`config.mk`:
```
export PLATFORM = sky130hd
export DESIGN_NAME = vga_timing_rx
export DESIGN_NICKNAME = d
export VERILOG_FILES = /design/src/rtl/vga_timing_rx.sv
export SDC_FILE = /design/constraint.sdc
export NUM_CORES = 1
export LEC_CHECK = 0
export CAP_MARGIN = 25
export CORE_UTILIZATION = 35
export CTS_CLUSTER_SIZE = 28
export DETAILED_ROUTE_END_ITERATION = 10
export SLEW_MARGIN = 30
export SYNTH_ARGS = -nofsm -noshare
export SYNTH_HDL_FRONTEND = slang
export SYNTH_SLANG_ARGS = --single-unit
export TNS_END_PERCENT = 100
```
`constraint.sdc`:
```
create_clock -name i_VGA_CLOCK -period 9.9 [get_ports i_VGA_CLOCK]
set_clock_uncertainty 0.2 [all_clocks]
set_input_delay 0.99 -clock i_VGA_CLOCK [delete_from_list [all_inputs] [get_ports i_VGA_CLOCK]]
set_output_delay 0.99 -clock i_VGA_CLOCK [all_outputs]
set_load 0.02 [all_outputs]
```
`src/rtl/vga_timing_rx.sv`:
```
// VGA timing receiver: measures line/frame periods of an incoming
// hsync/vsync/de stream, declares lock after repeated identical frames and
// recovers active-area pixel coordinates with one clock of latency.
module vga_timing_rx #(
  parameter int CNT_W       = 11,
  parameter int LOCK_FRAMES = 2
) (
  input  logic             i_VGA_CLOCK,
  input  logic             i_rst,
  input  logic             i_hsync,
  input  logic             i_vsync,
  input  logic             i_de,
  output logic             o_de,
  output logic [9:0]       o_Sx,
  output logic [9:0]       o_Sy,
  output logic             o_frame_start,
  output logic             o_locked,
  output logic             o_lock_lost,
  output logic [CNT_W-1:0] o_h_total,
  output logic [CNT_W-1:0] o_v_total
);

  localparam logic [CNT_W-1:0] CNT_MAX = '1;
  localparam logic [CNT_W-1:0] CNT_ONE = {{(CNT_W-1){1'b0}}, 1'b1};

  typedef enum logic [1:0] {
    SEARCH,
    MEASURE,
    LOCKED
  } state_t;

  // Counter increment that sticks at all-ones; the stuck value doubles as timeout.
  function automatic logic [CNT_W-1:0] sat_inc(input logic [CNT_W-1:0] v);
    return (v == CNT_MAX) ? v : v + CNT_ONE;
  endfunction

  state_t           state, state_n;
  logic             prev_hsync, prev_vsync;
  logic [CNT_W-1:0] h_cnt, v_cnt;
  logic [CNT_W-1:0] h_last;
  logic             h_last_vld;
  logic             h_stable;
  logic [CNT_W-1:0] ref_h, ref_v;
  logic             ref_vld;
  logic [3:0]       match_cnt;
  logic [9:0]       x_cnt, y_cnt;

  logic             hs_edge, vs_edge, de_fall;
  logic [CNT_W-1:0] line_per, cur_line;
  logic             line_mis, stable_now, timeout;
  logic             frame_good, lock_reached;
  logic             ref_clr, ref_load, match_inc, lock_set, lock_drop;

  assign hs_edge  = prev_hsync & ~i_hsync;
  assign vs_edge  = prev_vsync & ~i_vsync;
  // o_de is i_de from the previous clock, so it also serves as de history.
  assign de_fall  = o_de & ~i_de;

  // Period of the line that ends on this hs_edge.
  assign line_per = sat_inc(h_cnt);
  // Most recent line period, including one completing in this very cycle.
  assign cur_line = hs_edge ? line_per : h_last;
  assign line_mis = hs_edge & h_last_vld & (line_per != h_last);
  // A mismatch on an hs_edge coincident with vs_edge still spoils the frame.
  assign stable_now = h_stable & ~line_mis;
  assign timeout    = (h_cnt == CNT_MAX) | (v_cnt == CNT_MAX);

  assign frame_good = stable_now & ref_vld & (cur_line == ref_h) & (v_cnt == ref_v);
  // match_cnt counts repeats after the reference frame, so the reference
  // frame itself is one of the identical frames; +1 for the repeat being
  // accepted now.
  assign lock_reached = (int'(match_cnt) + 2) >= LOCK_FRAMES;

  // Sync history for falling-edge detection; deasserted after reset.
  always_ff @(posedge i_VGA_CLOCK) begin
    if (i_rst) begin
      prev_hsync <= 1'b1;
      prev_vsync <= 1'b1;
    end else begin
      prev_hsync <= i_hsync;
      prev_vsync <= i_vsync;
    end
  end

  // Clocks-in-line and lines-in-frame counters; vsync reload wins over the line count.
  always_ff @(posedge i_VGA_CLOCK) begin
    if (i_rst) begin
      h_cnt <= '0;
      v_cnt <= '0;
    end else begin
      h_cnt <= hs_edge ? '0 : sat_inc(h_cnt);
      if (vs_edge) begin
        v_cnt <= hs_edge ? CNT_ONE : '0;
      end else if (hs_edge) begin
        v_cnt <= sat_inc(v_cnt);
      end
    end
  end

  // Track previous line period and whether all lines of this frame matched.
  always_ff @(posedge i_VGA_CLOCK) begin
    if (i_rst) begin
      h_last     <= '0;
      h_last_vld <= 1'b0;
      h_stable   <= 1'b0;
    end else begin
      if (hs_edge) begin
        h_last     <= line_per;
        h_last_vld <= 1'b1;
      end
      if (vs_edge) begin
        h_stable <= 1'b1;
      end else if (line_mis) begin
        h_stable <= 1'b0;
      end
    end
  end

  // Lock FSM state register.
  always_ff @(posedge i_VGA_CLOCK) begin
    if (i_rst) begin
      state <= SEARCH;
    end else begin
      state <= state_n;
    end
  end

  // Lock FSM next state and per-cycle control strobes.
  always_comb begin
    state_n   = state;
    ref_clr   = 1'b0;
    ref_load  = 1'b0;
    match_inc = 1'b0;
    lock_set  = 1'b0;
    lock_drop = 1'b0;
    unique case (state)
      SEARCH: begin
        if (vs_edge) begin
          state_n = MEASURE;
          ref_clr = 1'b1;
        end
      end
      MEASURE: begin
        if (timeout) begin
          state_n = SEARCH;
        end else if (vs_edge) begin
          if (frame_good) begin
            match_inc = 1'b1;
            if (lock_reached) begin
              state_n  = LOCKED;
              lock_set = 1'b1;
            end
          end else begin
            ref_load = 1'b1;
          end
        end
      end
      LOCKED: begin
        if (timeout ||
            (hs_edge && (line_per != o_h_total)) ||
            (vs_edge && (v_cnt != o_v_total))) begin
          state_n   = SEARCH;
          lock_drop = 1'b1;
        end
      end
      default: state_n = SEARCH;
    endcase
  end

  // Reference frame, match counting and registered lock/status outputs.
  always_ff @(posedge i_VGA_CLOCK) begin
    if (i_rst) begin
      ref_h         <= '0;
      ref_v         <= '0;
      ref_vld       <= 1'b0;
      match_cnt     <= '0;
      o_locked      <= 1'b0;
      o_lock_lost   <= 1'b0;
      o_h_total     <= '0;
      o_v_total     <= '0;
      o_frame_start <= 1'b0;
    end else begin
      o_frame_start <= vs_edge;
      o_lock_lost   <= lock_drop;
      if (ref_clr) begin
        ref_vld   <= 1'b0;
        match_cnt <= '0;
      end else if (ref_load) begin
        ref_h     <= cur_line;
        ref_v     <= v_cnt;
        ref_vld   <= 1'b1;
        match_cnt <= '0;
      end else if (match_inc) begin
        match_cnt <= match_cnt + 4'd1;
      end
      if (lock_set) begin
        o_locked  <= 1'b1;
        o_h_total <= ref_h;
        o_v_total <= ref_v;
      end else if (lock_drop) begin
        o_locked  <= 1'b0;
      end
    end
  end

  // Active-area coordinate recovery, registered alongside delayed draw enable.
  always_ff @(posedge i_VGA_CLOCK) begin
    if (i_rst) begin
      x_cnt <= '0;
      y_cnt <= '0;
      o_Sx  <= '0;
      o_Sy  <= '0;
      o_de  <= 1'b0;
    end else begin
      x_cnt <= i_de ? x_cnt + 10'd1 : '0;
      if (vs_edge) begin
        y_cnt <= '0;
      end else if (de_fall) begin
        y_cnt <= y_cnt + 10'd1;
      end
      o_Sx <= x_cnt;
      o_Sy <= y_cnt;
      o_de <= i_de;
    end
  end

endmodule

```
==> metrics.md <==
| Metric | Value |
|---|---|
| Area of the multi-input gates | `roughly 3500 um^2` |
| First-pass DRT Iterations | `5` |
| DR iter-0 viols | `338` |
| First-pass GRT wire length | `26,400 um` |
| Setup TNS | `0 ns` |
| Layout cells sized above 1 | `under 10%` |
| Antenna diodes | `0` |
| Final ANT Viol Nets | `0` |
| Initial antenna violation count | `0` |
| Critical path required time | `around 10 ns` |
| Routability congestion estimate | `0.920` |
| Max cap viols | `0` |
| Die area | `between 15,000 and 20,000 um^2` |
| Synth Cell Area | `6460 um^2` |
| Setup Crit Path Kind | `flip-flop to flip-flop` |
| Total track usage | `between 10% and 20%` |
| Total Wirelength | `16,400 um` |
| Final Cycle Share | `between 40% and 50%` |
| Slew Limit Fails | `0` |
| Mapped Nets | `761` |
| Comb pwr share | `about 5.5%` |
| Sequential power share | `45.6%` |
| GRT overflow | `0` |
| EDFF count, synth | `0` |
| Number of port buffers | `50` |
| Final nets | `about 800` |
| Sw Pwr | `287 uW` |
| Post-synthesis cell type count | `66` |
| Clock group share of total power | `48.9%` |
| Clock Pin Slew Worst Setup and Hold Paths | `roughly 0.060 ns` |
| Register bit count reported by yosys | `132` |
| Met1 Usage GRT | `23.1%` |
| Starting density of the core | `between 30% and 40%` |
| Max clock buf depth | `2` |
| Worst VDD drop | `approximately 0.13 mV` |
| Core ar. | `18,000 um^2` |
| Met2 GRT Util | `30.0%` |
| Fill count | `approximately 1,800` |
| Die W | `roughly 140 um` |
| Die Ht | `138 um` |
| CTS hold repair buffers | `0` |
| Area Growth Syn to Fin | `17.9%` |
| Via/cell ratio | `5.18` |
| Vias in the first global route | `5,115` |
| Rel. slew slack | `43.1%` |
| DRC viols | `0` |
| Postcts setup bufs | `0` |
| RSZ-0062 raised after global routing | `false` |
| Worst Tran Pin Value | `0.854 ns` |
| Max Freq | `0.211 GHz` |
| Mean post-synth cell area | `8.63 um^2` |
| Root Buffer | `clkbuf_16` |
| Async S/R FF share, synth | `0%` |
| Total Power | `1.20 mW` |
| # resized after CTS | `0` |
| Yosys warning count | `0` |
| Final Setup Violations | `0` |
| Status | `finished, final reports clean` |
| CTS Sinks | `132` |
| Lkg Pwr | `2.69 nW` |
| Clock Latency Late Sink | `between 0.4 and 0.5 ns` |
| DR WL/cell | `~16 um` |
| Crit path DAT | `4.82 ns` |
| Synth Instances | `749` |
| Type of the most critical hold path | `flip-flop to flip-flop` |
| Crit end category | `flip-flop` |
| TritonCTS clock tree | `done` |
| Max FO, Critical Path | `24` |
| Min Clock Period, post-route | `4.73 ns` |
| Via count | `5,263` |
| Power per Cell Area | `157 nW/um^2` |
| Seq/Total Area, Yosys | `40.9%` |
| Top_reg_cell synth | `dfxtp_1` |
| Row cnt | `49` |
| Final Hold Vio Count | `0` |
| Hpwl dp | `around 12,000 um` |
| Most used routing layer in global routing | `met2` |
| Clock H-tree levels | `4` |
| Switch share | `24.0%` |
| Register area | `about 2600 um^2` |
| GR Layer Usage met3 | `4.39%` |
| Largest net degree at the start of global routing | `57` |
| I/O pins | `51` |
| CTS buffer count | `17` |
| Internal power | `approximately 910 uW` |
| Worst setup SP type | `flip-flop` |
==> final timing paths <==
path         startpoint            end  slack, ns  cells past startpoint
min            x_cnt[0]       x_cnt[0]       0.25                      1
min reg2reg    x_cnt[0]       x_cnt[0]       0.25                      1
max            h_cnt[0]  o_h_total[10]       5.17                      9
max reg2reg    h_cnt[0]  o_h_total[10]       5.17                      9
==> cells by family after synthesis <==
kind of cell / share of synthesized area [%]
XOR/XNOR: 9.84
multiplexers: 5.34
buffers and inverters: 4.90
flip-flops: 40.9
AND/OR/NAND/NOR: 25.0
adder cells (fa/ha/maj): 1.36
AO/OA/AOI/OAI: 12.6
==> cells in the mapped netlist, types with 3 or more instances <==
cell	number	area (um^2)
a31o_1	17	149
inv_1	28	105
nand2b_1	9	56.3
buf_6	3	33.8
buf_1	4	15.0
buf_2	13	65.1
nand2_1	80	300
or4_1	3	22.5
dfxtp_1	132	2640
nor3_1	28	140
or2_2	5	31.3
nor3b_1	5	37.5
nand4_1	14	87.6
a21oi_1	23	115
nand3_1	32	160
and4_1	3	26.3
o211ai_1	5	37.5
and3_1	11	68.8
a211oi_1	3	22.5
or3_1	10	62.6
o21ai_0	23	115
mux2_1	7	78.8
mux2i_1	23	230
clkbuf_1	24	90.1
xnor2_1	45	394
nor2b_1	31	194
o31ai_1	8	60.1
o2111ai_1	5	43.8
nor2_1	72	270
a211o_1	3	26.3
xor2_1	25	219
ha_1	7	87.6
nor4_1	5	31.3
==> cells in the final DEF (no fill, tap or decap), drive strengths merged, types with 23 or more instances in the layout <==
cell and count:
nand2 80, dfxtp 132, inv 29, nor2b 31
xnor2 45, nand3 32, clkdlybuf4s50 49, xor2 25
a21oi 23, nor3 30, nor2 73, o21ai 24
mux2i 24
==> critical path: stages, from the launching register on <==
cell,delay [ns]
dfxtp_1,0.56
ha_1,0.56
nand2_1,0.27
o31a_1,0.43
a211oi_2,0.28
nand4_1,0.13
a32o_1,0.30
or3b_1,0.66
or3_2,0.82
mux2_1,0.40
==> flip-flops by register name, summed over array words and instances, names as in the netlist <==
name	flops
h_last_vld	1
o_frame_start	1
o_Sx	10
o_v_total	11
y_cnt	10
ref_vld	1
o_de	1
x_cnt	10
h_last	11
ref_h	11
v_cnt	11
prev_hsync	1
prev_vsync	1
o_locked	1
ref_v	11
h_stable	1
match_cnt	4
o_lock_lost	1
h_cnt	11
o_h_total	11
state	2
o_Sy	10
==> per-stage QoR <==
stage / cell area, um^2 / setup WS [ns] / hold WS [ns] / util [%] / cells
final: 7620 / 5.17 / 0.254 / 42.3 / 1017
after detailed placement: 7060 / 4.74 / 0.241 / 39.2 / 987
after global placement: 7060 / 4.69 / 0.238 / 39.2 / 987
after CTS: 7610 / 5.17 / 0.257 / 42.2 / 1017
after floorplan: 6460 / 6.42 / 0.221 / - / 749
after global routing: 7620 / 4.90 / 0.276 / 42.3 / 1017
==> metal layers <==
layer	routed length, um	part of all wire, %	vias up
li1	-	-	2661
met2	7630	47	113
met3	750	4.6	19
met1	7710	47	2470
met4	304	1.9	0
met5	0	0	-
==> final cells by class <==
cell class	count	share of cell area, %
tap	229	3.76
clock buffer	18	5.77
inverter	28	1.38
clock inverter	12	1.45
multi-input combinational	544	46.0
sequential	132	34.7
timing repair buffer	54	6.90
==> power groups by stage <==
stage | sequential, mW | combinational, mW | clock, mW
floorplan | 0.554 | 0.0500 | 0
global placement | 0.557 | 0.0652 | 0
detailed placement | 0.557 | 0.0653 | 0
CTS | 0.545 | 0.0657 | 0.597
global route | 0.546 | 0.0730 | 0.623
finish | 0.545 | 0.0655 | 0.586
Note: power is estimated with default switching activity, not from simulation.
